[src/rtl/log2_seq_if.sv]
// Handshake bundle for log2_seq: operand channel (in_*) and result channel (out_*).
// LOG2_CEIL_EN adds the out_log2N_ceil result field.
interface log2_seq_if #(
  parameter int LOG2N_WIDTH = 5,
  parameter int N_WIDTH     = 32
);
  logic [N_WIDTH-1:0]     in_N;
  logic                   in_valid;
  logic                   in_ready;
  logic [LOG2N_WIDTH-1:0] out_log2N;
  logic                   out_is_pow2;
  logic                   out_zero;
  logic                   out_valid;
  logic                   out_ready;
`ifdef LOG2_CEIL_EN
  logic [LOG2N_WIDTH:0]   out_log2N_ceil;

  modport slave  (input  in_N, in_valid, out_ready,
                  output in_ready, out_log2N, out_is_pow2, out_zero, out_valid, out_log2N_ceil);
  modport master (output in_N, in_valid, out_ready,
                  input  in_ready, out_log2N, out_is_pow2, out_zero, out_valid, out_log2N_ceil);
`else
  modport slave  (input  in_N, in_valid, out_ready,
                  output in_ready, out_log2N, out_is_pow2, out_zero, out_valid);
  modport master (output in_N, in_valid, out_ready,
                  input  in_ready, out_log2N, out_is_pow2, out_zero, out_valid);
`endif
endinterface

[src/rtl/log2_seq.sv]
// log2_seq: floor(log2(N)) by iterative binary search, LOG2N_WIDTH steps,
// fixed latency. Optional ceil(log2(N)) output when LOG2_CEIL_EN is defined.
module log2_seq #(
  parameter int LOG2N_WIDTH = 5,
  parameter int N_WIDTH     = 32
) (
  input  logic        clk,
  input  logic        rstn,
  log2_seq_if.slave   bus
);
  localparam int CW = LOG2N_WIDTH + 1;

  if (N_WIDTH > 2**LOG2N_WIDTH) begin : g_chk
    $error("log2_seq: N_WIDTH must be <= 2**LOG2N_WIDTH");
  end

  typedef enum logic [1:0] {IDLE, CALC, DONE} state_t;

  state_t                 r_state, w_state_nxt;
  logic [N_WIDTH-1:0]     r_v;
  logic [LOG2N_WIDTH-1:0] r_r;
  logic [LOG2N_WIDTH-1:0] r_k;
  logic                   r_is_pow2, r_zero;
  logic [LOG2N_WIDTH-1:0] r_out_log2N;
  logic                   r_out_is_pow2, r_out_zero;

  logic                   w_accept, w_last, w_hit;
  logic [LOG2N_WIDTH-1:0] w_s;
  logic [N_WIDTH-1:0]     w_v_sh;
  logic [LOG2N_WIDTH-1:0] w_r_nxt;

  // State register
  always_ff @(posedge clk or negedge rstn) begin
    if (!rstn) r_state <= IDLE;
    else       r_state <= w_state_nxt;
  end

  // Next-state decode: accept in IDLE, count down in CALC, wait for consumer in DONE
  always_comb begin
    w_state_nxt = r_state;
    w_accept    = 1'b0;
    w_last      = 1'b0;
    case (r_state)
      IDLE: if (bus.in_valid) begin
              w_accept    = 1'b1;
              w_state_nxt = CALC;
            end
      CALC: if (r_k == '0) begin
              w_last      = 1'b1;
              w_state_nxt = DONE;
            end
      DONE: if (bus.out_ready) w_state_nxt = IDLE;
      default: w_state_nxt = IDLE;
    endcase
  end

  // One search step: try shifting by 2^k; shifts past the operand width give 0
  always_comb begin
    w_s    = LOG2N_WIDTH'(1) << r_k;
    w_v_sh = r_v >> w_s;
    if (int'(w_s) >= N_WIDTH) w_v_sh = '0;
    w_hit   = |w_v_sh;
    w_r_nxt = r_r;
    if (w_hit) w_r_nxt[r_k] = 1'b1;
  end

`ifdef LOG2_CEIL_EN
  logic [CW-1:0] r_out_ceil;
  logic [CW-1:0] w_ceil;

  // Ceil equals floor for exact powers of two and for zero, else floor+1
  always_comb begin
    w_ceil = {1'b0, w_r_nxt};
    if (!(r_is_pow2 || r_zero)) w_ceil = {1'b0, w_r_nxt} + CW'(1);
  end

  // Ceil result captured on entry to DONE alongside the floor result
  always_ff @(posedge clk or negedge rstn) begin
    if (!rstn)                        r_out_ceil <= '0;
    else if (r_state == CALC && w_last) r_out_ceil <= w_ceil;
  end

  assign bus.out_log2N_ceil = r_out_ceil;
`endif

  // Operand capture, search iteration, and result registers loaded on the last step
  always_ff @(posedge clk or negedge rstn) begin
    if (!rstn) begin
      r_v           <= '0;
      r_r           <= '0;
      r_k           <= '0;
      r_is_pow2     <= 1'b0;
      r_zero        <= 1'b0;
      r_out_log2N   <= '0;
      r_out_is_pow2 <= 1'b0;
      r_out_zero    <= 1'b0;
    end else if (w_accept) begin
      r_v       <= bus.in_N;
      r_r       <= '0;
      r_k       <= LOG2N_WIDTH'(LOG2N_WIDTH-1);
      r_is_pow2 <= (bus.in_N != '0) && ((bus.in_N & (bus.in_N - N_WIDTH'(1))) == '0);
      r_zero    <= (bus.in_N == '0);
    end else if (r_state == CALC) begin
      if (w_hit) r_v <= w_v_sh;
      r_r <= w_r_nxt;
      if (w_last) begin
        r_out_log2N   <= w_r_nxt;
        r_out_is_pow2 <= r_is_pow2;
        r_out_zero    <= r_zero;
      end else begin
        r_k <= r_k - LOG2N_WIDTH'(1);
      end
    end
  end

  // Handshake outputs decode straight from the state register
  assign bus.in_ready    = (r_state == IDLE);
  assign bus.out_valid   = (r_state == DONE);
  assign bus.out_log2N   = r_out_log2N;
  assign bus.out_is_pow2 = r_out_is_pow2;
  assign bus.out_zero    = r_out_zero;

endmodule

[src/flat_wrapper.sv]
// flat-port wrapper written by rule: the top's interface ports become plain ports
module log2_seq_flat 
#(
  parameter int LOG2N_WIDTH = 5,
  parameter int N_WIDTH     = 32
)
  (clk, rstn, bus_in_N, bus_in_valid, bus_out_ready, bus_in_ready, bus_out_log2N, bus_out_is_pow2, bus_out_zero, bus_out_valid);
  log2_seq_if #(.LOG2N_WIDTH(LOG2N_WIDTH), .N_WIDTH(N_WIDTH)) bus_i ();
  input  logic clk;
  input  logic rstn;
  input wire logic [$bits(bus_i.in_N)-1:0] bus_in_N;
  input wire logic [$bits(bus_i.in_valid)-1:0] bus_in_valid;
  input wire logic [$bits(bus_i.out_ready)-1:0] bus_out_ready;
  output wire logic [$bits(bus_i.in_ready)-1:0] bus_in_ready;
  output wire logic [$bits(bus_i.out_log2N)-1:0] bus_out_log2N;
  output wire logic [$bits(bus_i.out_is_pow2)-1:0] bus_out_is_pow2;
  output wire logic [$bits(bus_i.out_zero)-1:0] bus_out_zero;
  output wire logic [$bits(bus_i.out_valid)-1:0] bus_out_valid;
  assign bus_i.in_N = bus_in_N;
  assign bus_i.in_valid = bus_in_valid;
  assign bus_i.out_ready = bus_out_ready;
  assign bus_in_ready = bus_i.in_ready;
  assign bus_out_log2N = bus_i.out_log2N;
  assign bus_out_is_pow2 = bus_i.out_is_pow2;
  assign bus_out_zero = bus_i.out_zero;
  assign bus_out_valid = bus_i.out_valid;
  log2_seq #(.LOG2N_WIDTH(LOG2N_WIDTH), .N_WIDTH(N_WIDTH)) u_core (.clk(clk), .rstn(rstn), .bus(bus_i));
endmodule
[config.mk]
export PLATFORM = sky130hd
export DESIGN_NAME = log2_seq_flat
export DESIGN_NICKNAME = d
export VERILOG_FILES = /design/src/rtl/log2_seq_if.sv /design/src/rtl/log2_seq.sv /design/src/flat_wrapper.sv
export SDC_FILE = /design/constraint.sdc
export NUM_CORES = 1
export LEC_CHECK = 0
export ABC_AREA = 1
export BUFFER_PORTS_ARGS = -buffer_cell sky130_fd_sc_hd__buf_2
export CAP_MARGIN = 20
export CORE_AREA = 2 2 95 97
export CTS_CLUSTER_DIAMETER = 30
export DETAILED_ROUTE_END_ITERATION = 10
export DIE_AREA = 0 0 97 99
export PLACE_DENSITY = 0.79
export REMOVE_ABC_BUFFERS = 1
export SKIP_LAST_GASP = 1
export SLEW_MARGIN = 20
export SYNTH_ARGS = -nofsm -noshare
export SYNTH_HDL_FRONTEND = slang
export SYNTH_SLANG_ARGS = --single-unit
[constraint.sdc]
create_clock -name clk -period 3.7 [get_ports clk]
set_input_delay 0.185 -clock clk [delete_from_list [all_inputs] [get_ports clk]]
set_output_delay 0.185 -clock clk [all_outputs]
set_load 0.005 [all_outputs]
======== After elaboration in Yosys (flattened, before gate mapping) ========
Index checks and enable logic that the tools add are counted.
W data, S select, Z words.
word-level totals
  register bits ........................... 53
  latch bits .............................. 0
  RAM bits ................................ 0
  ROM bits ................................ 0
  input port bits ......................... 36
  word-level logic and storage cells ...... 57
  memories ................................ 0
operators by class
  $add $sub $neg .......................... 2
  multiply operators ...................... 0
  div/mod/pow operators ................... 0
  $lt $le $gt $ge ......................... 2
  equality and inequality tests ........... 6
  shift-type cells ........................ 2
  multiplexer cells ....................... 19
  bitwise operators ....................... 3
  reduce and logical (&&, ||, !) cells .... 14
operators with widths
  cell                     count
  $mux W32                 3
  $logic_not A32 Y1        2
  $and A32 B32 Y32         1
  $reduce_bool A32 Y1      1
  $reduce_or A32 Y1        1
  $shr A32 B5 Y32          1
  $sub A32 B1 Y32 const B  1
  $mux W5                  6
  $mux W2                  3
  $pmux W2 S3              1
  $reduce_and A3 Y1        2
  $ge A5 B1 Y1 const B     1
  $logic_not A5 Y1         1
  $lt A5 B4 Y1 const B     1
  $mux W1                  5
  $or A5 B5 Y5             1
  $shl A1 B5 Y5 const A    1
  $sub A5 B1 Y5 const B    1
  $ne A2 B1 Y1 const B     2
  $ne A2 B2 Y1 const B     2
  $reduce_and A2 Y1        2
  $reduce_bool A2 Y1       2
  $demux W1 S3             1
  $eq A2 B1 Y1 const B     1
  other kinds (4)          5

======== Logic depth before layout (Yosys ltp) ========
Gate-level depths: netlist of run 1.
  depth after elaboration ................. 8
  gate-level depth with buffers ........... 21

======== Worst setup path before layout of run 1 ========
OpenSTA, ideal clock, no wires.
  path type ............................... register to register
  from .................................... reg u_core.r_k[3]
  to ...................................... reg u_core.r_v[16]
  setup time .............................. 117 ps
  arrival time ............................ 2,372 ps
  data required time ...................... 3,583 ps
  path slack .............................. 1,211 ps
  stages on the path, launching flop included .. 19
  clock period less this slack ............ 2,489 ps
  cells stage by stage .................... dfrtp_1 -> nor2_2 -> inv_2 -> nor3_4 -> inv_2 -> buf_2 -> nand3_1 -> nand3_1 -> nand3_1 -> nand2_1 -> nor2_1 -> nand2_1 -> nor2_1 -> nand3_2 -> nand2_2 -> nand2_4 -> buf_6 -> nand2_1 -> nand2_1
on the way
  word-level cells in the longest chain between the ends .. 5
  elaborated cells on any way between the ends .. 8
RTL lines
  what                                                             line                             source
  start: declaration                                               log2_seq.sv:22                   logic [LOG2N_WIDTH-1:0] r_k;
  start signal: assignment                                         log2_seq.sv:100                  r_k <= LOG2N_WIDTH'(LOG2N_WIDTH-1);
  start signal: assignment                                         log2_seq.sv:111                  r_k <= r_k - LOG2N_WIDTH'(1);
  $shl A1 B5 Y5 (*)                                                log2_seq.sv:59                   w_s = LOG2N_WIDTH'(1) << r_k;
  $shr A32 B5 Y32 (*)                                              log2_seq.sv:60                   w_v_sh = r_v >> w_s;
  $reduce_or A32 Y1 or $mux W32 (tied branches)                    log2_seq.sv:62, log2_seq.sv:104
  $reduce_bool A2 Y1 (no source line) or $mux W32 (tied branches)  -
  $reduce_and A2 Y1 (no source line) or $mux W32 (tied branches)   -
  end signal: assignment                                           log2_seq.sv:98                   r_v <= bus.in_N;
  end signal: assignment                                           log2_seq.sv:104                  if (w_hit) r_v <= w_v_sh;
  end: declaration                                                 log2_seq.sv:20                   logic [N_WIDTH-1:0] r_v;
Mark *: on every way between the ends. The rest lies on a longest branch, timed or not. The select of a mux whose other input is x is not followed.
A chain may end at the register's enable or synchronous reset.

======== Final worst setup path of run 1 ========
  from .................................... reg u_core.r_k[3]
  to ...................................... reg u_core.r_v[8]
Same word-level chain as after synthesis.

==> results of run 1 <==
## path summary, 6_finish.rpt
| check | from | to | slack [ns] | cells past startpoint |
|---|---|---|---|---|
| max in group asynchronous | rstn | u_core.bus.out_log2N[3]$_DFFE_PN0P_ | 3.25 | 2 |
| hold reg to reg | u_core.bus.out_zero$_DFFE_PN0P_ | u_core.bus.out_zero$_DFFE_PN0P_ | 0.48 | 2 |
| setup reg to reg | u_core.r_k[3]$_DFFE_PN0P_ | u_core.r_v[8]$_DFFE_PN0P_ | 0.29 | 17 |
| min in group clk | bus_out_ready | u_core.r_state[1]$_DFFE_PN0P_ | 0.04 | 2 |
| hold / removal | rstn | u_core.r_v[21]$_DFFE_PN0P_ | -0.01 | 2 |
| setup / recovery | u_core.r_k[3]$_DFFE_PN0P_ | u_core.r_v[8]$_DFFE_PN0P_ | 0.29 | 17 |
## cell usage in the layout, fill, tap and decap left out, drive strengths merged
master,count
a211oi,1
a21oi,16
a22oi,1
buf,65
clkbuf,5
clkinv,2
dfrtp,53
ha,2
inv,69
nand2,314
nand3,210
nand3b,3
nand4,36
nor2,55
nor3,11
nor4,4
o2111ai,1
o211ai,1
o21ai,47
o22ai,2
o31ai,3
or2,1
xor2,1
## layout make-up
type / count / area share
clock inverters: 3 / 0.00524
flip-flops and latches: 53 / 0.242
inverters: 68 / 0.0472
repair buffers: 65 / 0.0718
multi-input cells: 709 / 0.597
clock buffers: 5 / 0.0125
well taps: 108 / 0.0246
## sequential cells by signal, summed over array words and instances (netlist names), 2 cells and up
| signal | count |
|---|---|
| u_core.r_state | 2 |
| u_core.bus.out_log2N | 5 |
| u_core.r_v | 32 |
| u_core.r_k | 5 |
| u_core.r_r | 5 |
## metal layers
metal | up-vias | GRT usage | share of wire
met1 | 2821 | 0.531 | 0.42
met2 | 438 | 0.543 | 0.43
li1 | 2972 | - | -
met3 | 50 | 0.0518 | 0.12
met4 | 0 | 0.124 | 0.034
met5 | - | 0 | 0
## logic make-up (layout without fill, tap and decap cells)
| kind of cell | Yosys count | count (layout) | share of synthesized area |
|---|---|---|---|
| compound gates | 72 | 72 | 0.0754 |
| xor+xnor | 1 | 1 | 0.00173 |
| fa+ha+maj | 2 | 2 | 0.00494 |
| buf+inv | 115 | 141 | 0.0961 |
| flops | 53 | 53 | 0.262 |
| simple gates | 634 | 634 | 0.560 |
## per-stage QoR
stage / instances / TNS, ns / util / hold WS [ns] / setup WS (ns)
after floorplan: 830 / -12.28 / - / -0.111 / -0.384
after global placement: 1003 / 0 / 0.627 / 0.345 / 0.373
after detailed placement: 1003 / 0 / 0.627 / 0.353 / 0.304
after CTS: 1011 / 0 / 0.638 / 0.0121 / 0.262
after global routing: 1011 / 0 / 0.642 / 0.0479 / 0.0197
final: 1011 / 0 / 0.642 / -0.0104 / 0.292
## power by group through the flow
stage	clock (mW)	sequential, mW	combinational [mW]
6_report	0.361	1.04	3.75
5_1_grt	0.383	1.06	4.22
4_1_cts	0.363	1.03	3.61
3_5_place_dp	0	1.04	3.59
3_3_place_gp	0	1.03	3.53
2_1_floorplan	0	0.979	2.51
## critical path, delay by kind of cell, from the launching register on
family                 cells  cell delay, ns
buffers and inverters      3            0.60
and+or+nand+nor           14            2.25
DFF                        1            0.45
## timing repair
| item | CTS | global route |
|---|---|---|
| endpoints found under the hold margin | 0 | 0 |
| endpoints found under the setup margin | 0 | 32 |
| gates resized for setup | 0 | 8 |
==> run metrics, run 1 <==
Die Span Y=99 um; Max Clock Freq=293 MHz; switch share=0.591; endpoint class of the critical path=flop; most area-consuming cells after synthesis=dfrtp_1 26%, nand2_1 23%, nand3_1 20%, inv_1 4.4%, nand4_1 4.4%; Pre-Repair DR Iteration Count=7; Worst Path Class, Setup=reg2reg; overall power=5.16 mW; final number of setup-violating endpoints=0; unrepaired setup endpoints after global routing=no; Via density=6.21; GP Congestion=1.02; Clock Skew=0.0126 ns; register area share after synthesis=0.262; die width=97 um; Design Area, Final=5490 sq um; Ports=45; top cell types by occurrence after synthesis=312 x nand2_1, 207 x nand3_1, 60 x inv_1; pin count of the biggest net entering global routing=54; Async SR Flop Fraction=1.00; Antenna Cells=0; Placed Area=5360 sq um; internal power=2.11 mW; outcome=finished with violations; CP max-delay cell=dfrtp_1; CTS buffer count=5; total die area=9600 sq um; initial DRC count=786; sequence of cells on the critical path=nor2_2 > buf_4 > inv_2 > nor3_4 > inv_2 > nand3_1 > nand3_1 > nand3_1 > nand2_1 > nor2_1 > nand2_1 > nor2_1 > nand3_2 > nand2_4 > nand2_4 > nand2_1 > nand2_1; Layout Nets=940; Post-DRT Antenna Nets=0; Power Density=940 nW/um^2; Std-Cell Rows=34; antenna violations before repair=0; Slew Limit Headroom=0.283; crit-path most repeated cell=nand2_1; post-detail-place hpwl=13,000 um; clock share of power=0.070; Flop pwr share=0.202; area of the multi-input gates=3280 sq um; most common cell in the netlist=nand2_1; area leader, netlist=dfrtp_1; Worst-Margin Slew=1.07 ns; CTS sink count=53; drt drc=0; number of synthesized flops with an enable pin=0; Clk Latency, worst-skew pair=0.32 ns; Avg Synthesized Cell Area=5.77 sq um; synth-to-layout area growth=8.40%; Remaining Overflow, GRT=0; crit path time final=3.41 ns; Arr. time, crit path=3.62 ns; H-tree depth=2; Fillers=809; CP Data Required Time=3.91 ns; Port Buf Inserts=44; layout cells sized above 1=0.104; Post-CTS Setup Inserts=0; Fin. Hold Viols=13; flops & latches, synth=53; clk root buf=clkbuf_8; Post-Syn Area=5060 sq um; synth warn=0; Startpoint Class=flop; Storage cell area=1330 sq um; combinational power share=0.728; WL/cell=17.0 um; CTS clk-pin slew, worst paths=0.11 ns; core area=8550 sq um; Netlist cell types=34; Critical Path Fanout Max=32; Top FF cell, synth=dfrtp_1; # hold bufs at CTS=0; vias in the first global route=5,691; CTS tree=built; clock buffer depth=2; Max stage delay on crit path=0.45 ns; Hold Slack=-0.0104 ns; Synth top area share=0.262; failing checks=negative hold slack; worst vdd ir=0.000508 V; Total Wirelength=17,200 um; period utilization=0.921; Final Max Slew Viols=0; All-Layer GR Usage=0.360; initial core utilization=0.592; Max Cap Violations=0; leakage=2.90 nW; via count=6,281; hold crit path type=in2async; first-pass GRT wire length=28,400 um; Post-Synthesis Cells=877; Psw=3.05 mW
No activity file was read; power rests on OpenSTA's default activity.
==> run 2, diff against run 1 <==
- clock period: 3.7 -> 4.1 ns (I/O delays scaled with it)
==> run 2 against run 1 <==
The flow still finishes with violations (negative hold slack). Clock skew rose by 0.0030 ns. Global-route usage fell by 3.1 points. First-iteration DRC count fell by 16%. Final cell count fell by 0.79%. Worst hold slack improved by 0.0014 ns. Combinational power fell by 15%. Largest power group unchanged. Register-to-register slack improved by 0.07 ns. Worst setup slack improved by 0.070 ns. Critical path type unchanged.
==> run metrics, run 2 (synthesis gave the netlist of run 1 again) <==
outcome=finished with violations; failing checks=negative hold slack; most frequent cells in the layout=311 x nand2_1, 207 x nand3_1, 60 x inv_1; period utilization=0.912 (-0.00944); overall power=4.48 mW (-13%); max reg flops=32 (unchanged); synth-to-layout area growth=6.35%; Hold Slack=-0.00895 ns (+0.00142 ns); # hold bufs at CTS=0 (unchanged); unrepaired setup endpoints after global routing=no; Worst-Margin Slew=1.04 ns (-0.0358 ns); WP buf/inv=3 (unchanged); crit-path most repeated cell=nand3_1; Max Clock Freq=268 MHz (-8.8%); WL/cell=16.0 um (-6.0%); initial core utilization=0.592 (unchanged); Worst Path Class, Setup=reg2reg; CTS clk-pin slew, worst paths=0.11 ns (about the same); clock buffer depth=2 (unchanged); first-pass GRT wire length=26,100 um (-8.0%); CP Data Required Time=4.37 ns (+0.46 ns); vias in the first global route=5,467 (-3.9%); via count=6,121 (-2.5%); Final Max Slew Viols=0 (unchanged); sequence of cells on the critical path=nor2_2 > inv_2 > nor3_4 > inv_2 > nand3_1 > nand3_1 > nand3_1 > nand2_1 > nor2_1 > nand2_1 > nor2_1 > nand3_2 > nand2_2 > buf_4 > nand3_1 > nand2_1; Post-CTS Setup Inserts=0 (unchanged); commonest non-fill, non-tap cell in the layout=nand2_1; placed insts=995 (-0.80%); final setup TNS=0 ns (unchanged); Resized cells post-CTS=0 (unchanged); leakage=2.84 nW (-1.8%); GP Congestion=0.978 (-3.9%); Remaining Overflow, GRT=0 (unchanged); H-tree depth=2 (unchanged); Cell Count, Final, Fillers Out=1,003 (-0.79%); CP max-delay cell=nor3_4; Port Buf Inserts=44 (unchanged); Max stage delay on crit path=0.52 ns (+0.07 ns); Std-Cell Rows=34 (unchanged); Clock Skew=0.0156 ns (+0.00299 ns); Arr. time, crit path=4.01 ns (+0.39 ns); endpoint class of the critical path=flop; antenna violations before repair=0 (unchanged); crit path time final=3.74 ns (+0.330 ns); Via density=6.10 (-1.8%); Largest Register=u_core.r_v; Die Span Y=99 um (unchanged); Storage cell area=1330 sq um (unchanged); hold crit path type=in2async; total die area=9600 sq um (unchanged); Pre-Repair DR Iteration Count=6 (-1); setup ws final=0.362 ns (+0.0702 ns); Top Family by Delay on Critical Path=simple AND/OR/NAND/NOR gates; Fin. Hold Viols=6 (-7); Critical Path Fanout Max=29 (-9.4%); Power Density=833 nW/um^2 (-11%); post-detail-place hpwl=11,900 um (-8.5%); CTS buffer count=5 (unchanged); die width=97 um (unchanged); final core utilization=0.630 (-0.0121); Antenna Cells=0 (unchanged); CTS sink count=53 (unchanged); Setup WS pre-CTS=0.516 ns (+0.212 ns); Clk Latency, worst-skew pair=0.32 ns (about the same); Max Cap Violations=0 (unchanged); worst vdd ir=0.000294 V (-42%); final number of setup-violating endpoints=0 (unchanged); Fillers=835 (+3.2%); Startpoint Class=flop; Slew Limit Headroom=0.307 (+0.0239); clk root buf=clkbuf_8; Ports=45 (unchanged); Post-DRT Antenna Nets=0 (unchanged); CTS tree=built; Total Wirelength=16,100 um (-6.7%); drt drc=0 (unchanged); layout cells sized above 1=0.0961 (-0.00801); core area=8550 sq um (unchanged); initial DRC count=662 (-16%); All-Layer GR Usage=0.330 (-0.0306); Layout Nets=932 (-0.85%); area of the multi-input gates=3250 sq um (-0.73%); pin count of the biggest net entering global routing=54 (unchanged)
-- run 2: cell types whose count changed in the layout (fill, tap and decap cells not counted), sizes merged --
cell | previous run | this run
buf | 65 | 57
clkinv | 2 | 1
inv | 69 | 70
-- run 2: worst register-to-register path, cell delays in order, from the launching register on --
cell and delay [ns]:
dfrtp_1 0.45, nor2_2 0.38, inv_2 0.16, nor3_4 0.52
inv_2 0.37, nand3_1 0.21, nand3_1 0.11, nand3_1 0.18
nand2_1 0.07, nor2_1 0.10, nand2_1 0.06, nor2_1 0.16
nand3_2 0.18, nand2_2 0.17, buf_4 0.34, nand3_1 0.15
nand2_1 0.09
-- run 2: area by class of cell --
cell class,instances,area share
timing repair buffer,57,0.0590
inverter,68,0.0474
clock buffer,5,0.0128
multi-input combinational,709,0.604
sequential,53,0.246
tap,108,0.0251
clock inverter,3,0.00535
-- run 2: report_power, final --
part	leakage, nW	total [mW]	switching [mW]	internal (mW)
clock network	0.0506	0.326	0.198	0.128
logic	2.11	3.20	2.21	0.981
registers	0.685	0.962	0.221	0.741
-- run 2: per-layer routing --
layer	vias up	wire length, um	GRT usage
li1	2964	-	-
met1	2756	7110	0.487
met2	366	6890	0.505
met3	35	1650	0.0376
met4	0	412	0.107
met5	-	0	0
-- run 2: worst paths after layout --
| kind | cells past startpoint | endpoint | startpoint | slack, ns |
|---|---|---|---|---|
| worst max-delay path | 16 | u_core.r_v[1]$_DFFE_PN0P_ | u_core.r_k[3]$_DFFE_PN0P_ | 0.36 |
| worst min-delay path | 2 | u_core.r_v[27]$_DFFE_PN0P_ | rstn | -0.009 |
| worst max register to register | 16 | u_core.r_v[1]$_DFFE_PN0P_ | u_core.r_k[3]$_DFFE_PN0P_ | 0.36 |
| worst min register to register | 2 | u_core.bus.out_log2N[1]$_DFFE_PN0P_ | u_core.bus.out_log2N[1]$_DFFE_PN0P_ | 0.49 |
| max in group asynchronous | 2 | u_core.r_v[11]$_DFFE_PN0P_ | rstn | 3.63 |
| min in group clk | 2 | u_core.r_state[1]$_DFFE_PN0P_ | bus_out_ready | 0.06 |
-- run 2: metrics by stage --
stage                     cell area, sq um  hold WS [ns]
final                                 5380      -0.00895
after global routing                  5380        0.0537
after CTS                             5380        0.0230
after detailed placement              5290         0.363
after global placement                5290         0.366
after floorplan                       4830       -0.0906
==> run 3, diff against run 2 <==
- CORE_AREA: 2 2 95 97 -> 2 2 116 118
- CTS_CLUSTER_DIAMETER: 30 -> default
- DIE_AREA: 0 0 97 99 -> 0 0 118 120
- PLACE_DENSITY: 0.79 -> default
==> run 3 against run 2 <==
The run now ends clean. Utilization decreased by 20 points. Worst hold slack improved by 0.028 ns. Fmax rose by 6.3%. Combinational power about the same. Sequential power down 0.5%. Register-to-register slack better by 0.22 ns. Clock power up 35%. Flip-flop and latch count did not move. Non-clock buffer count grew 6. Sequential share of layout area shrank 0.86 points. Wire length grew 1.4%.
==> run metrics, run 3 (synthesis gave the netlist of run 1 again) <==
Worst-Margin Slew=1.01 ns (-0.0278 ns); Port Buf Inserts=44 (unchanged); endpoint class of the critical path=flop; All-Layer GR Usage=0.233 (-0.0966); CTS sink count=53 (unchanged); Cell Count, Final, Fillers Out=1,077 (+7.4%); period utilization=0.858 (-0.0541); synth-to-layout area growth=10.2%; first-pass GRT wire length=27,100 um (+3.8%); most frequent cells in the layout=311 x nand2_1, 207 x nand3_1, 60 x inv_1; initial DRC count=529 (-20%); Startpoint Class=flop; Via density=5.53 (-9.4%); total die area=14,200 sq um (+47%); clock buffer depth=2 (unchanged); final number of setup-violating endpoints=0 (unchanged); Antenna Cells=0 (unchanged); via count=5,953 (-2.7%); CTS clk-pin slew, worst paths=0.08 ns (-0.03 ns); CTS tree=built; Critical Path Fanout Max=32 (+10%); crit path from=u_core.r_k[0]$_DFFE_PN0P_; Layout Nets=938 (+0.64%); Remaining Overflow, GRT=0 (unchanged); Max Cap Violations=0 (unchanged); Largest Register=u_core.r_v; crit path time final=3.52 ns (-0.222 ns); # hold bufs at CTS=0 (unchanged); vias in the first global route=5,419 (-0.88%); max reg flops=32 (unchanged); die width=118 um (+22%); r2r worst-path depth=14 (-2); Power Density=827 nW/um^2 (-0.63%); leakage=2.90 nW (+2.0%); Total Wirelength=16,300 um (+1.4%); Hold Slack=0.0187 ns (+0.0276 ns); CP Data Required Time=4.29 ns (-0.08 ns); core area=13,000 sq um (+52%); RR Startpoint=u_core.r_k[0]$_DFFE_PN0P_; Post-DRT Antenna Nets=0 (unchanged); H-tree depth=2 (unchanged); placed insts=1,069 (+7.4%); Final Max Slew Viols=0 (unchanged); Post-CTS Setup Inserts=0 (unchanged); Resized cells post-CTS=0 (unchanged); Max Clock Freq=284 MHz (+6.3%); antenna violations before repair=0 (unchanged); final setup TNS=0 ns (unchanged); Ports=45 (unchanged); overall power=4.62 mW (+3.0%); CTS buffer count=5 (unchanged); Clock Skew=0.00658 ns (-0.00904 ns); Clk Latency, worst-skew pair=0.30 ns (-0.02 ns); clk root buf=clkbuf_16; hold crit path type=in2async; Worst Path Class, Setup=reg2reg; layout cells sized above 1=0.102 (+0.00602); Die Span Y=120 um (+21%); pin count of the biggest net entering global routing=54 (unchanged); unrepaired setup endpoints after global routing=no; commonest non-fill, non-tap cell in the layout=nand2_1; Slew Limit Headroom=0.326 (+0.0185); Std-Cell Rows=42 (+24%); Pre-Repair DR Iteration Count=5 (-1); Arr. time, crit path=3.71 ns (-0.30 ns); post-detail-place hpwl=12,300 um (+3.3%); Design Area, Final=5580 sq um (+3.6%); worst vdd ir=0.000316 V (+7.5%); drt drc=0 (unchanged); Placed Area=5430 sq um (+2.7%); Fin. Hold Viols=0 (-6); GP Congestion=0.954 (-2.5%); outcome=finished clean; initial core utilization=0.390 (-0.202); WL/cell=15.1 um (-5.6%)
==> run 3: cell count changes in the layout (fill, tap and decap cells not counted), sizes merged <==
cell	before	now
clkinvlp	0	1
inv	70	69
buf	57	63
==> run 3: layout make-up <==
cell class,count,area [sq um]
sequential,53,1330
clock buffer,5,125
fill,1484,7400
inverter,68,255
multi-input combinational,709,3250
clock inverter,3,25.0
tap,176,220
timing repair buffer,63,375
==> run 3: worst max-delay path: stages, from the launching register on <==
cell and delay, ns:
dfrtp_1 0.75, inv_2 0.17, nor3_2 0.46, inv_2 0.25, buf_4 0.25, nand4_1 0.15, nand2_1 0.07, nor2_1 0.08
nand2_1 0.07, nor2_1 0.18, nand3_2 0.19, nand2_2 0.29, nand2_4 0.27, nand2_1 0.15, nand2_1 0.05
==> run 3: path summary, 6_finish.rpt <==
check	slack (ns)	to
hold / removal	0.02	u_core.r_v[31]$_DFFE_PN0P_
hold reg to reg	0.47	u_core.bus.out_zero$_DFFE_PN0P_
setup reg to reg	0.58	u_core.r_v[25]$_DFFE_PN0P_
max in group asynchronous	3.60	u_core.r_k[0]$_DFFE_PN0P_
min in group clk	0.07	u_core.r_state[1]$_DFFE_PN0P_
setup / recovery	0.58	u_core.r_v[25]$_DFFE_PN0P_
==> run 3: per-stage QoR <==
stage / worst slack, ns / util
6_report: 0.584 / 0.430
5_1_grt: 0.182 / 0.430
4_1_cts: 0.574 / 0.430
3_5_place_dp: 0.593 / 0.418
3_3_place_gp: 0.622 / 0.418
2_1_floorplan: 0.0162 / -
==> run 3: where the power goes <==
group | switching (mW) | total, mW | internal (mW)
sequential | 0.215 | 0.957 | 0.742
clock | 0.211 | 0.441 | 0.230
combinational | 2.20 | 3.22 | 1.02
==> run 3: metal layers <==
layer	GRT usage	routed length [um]
met5	0	0
met4	0.0851	447
met3	0.0252	1150
met2	0.367	7160
met1	0.330	7530
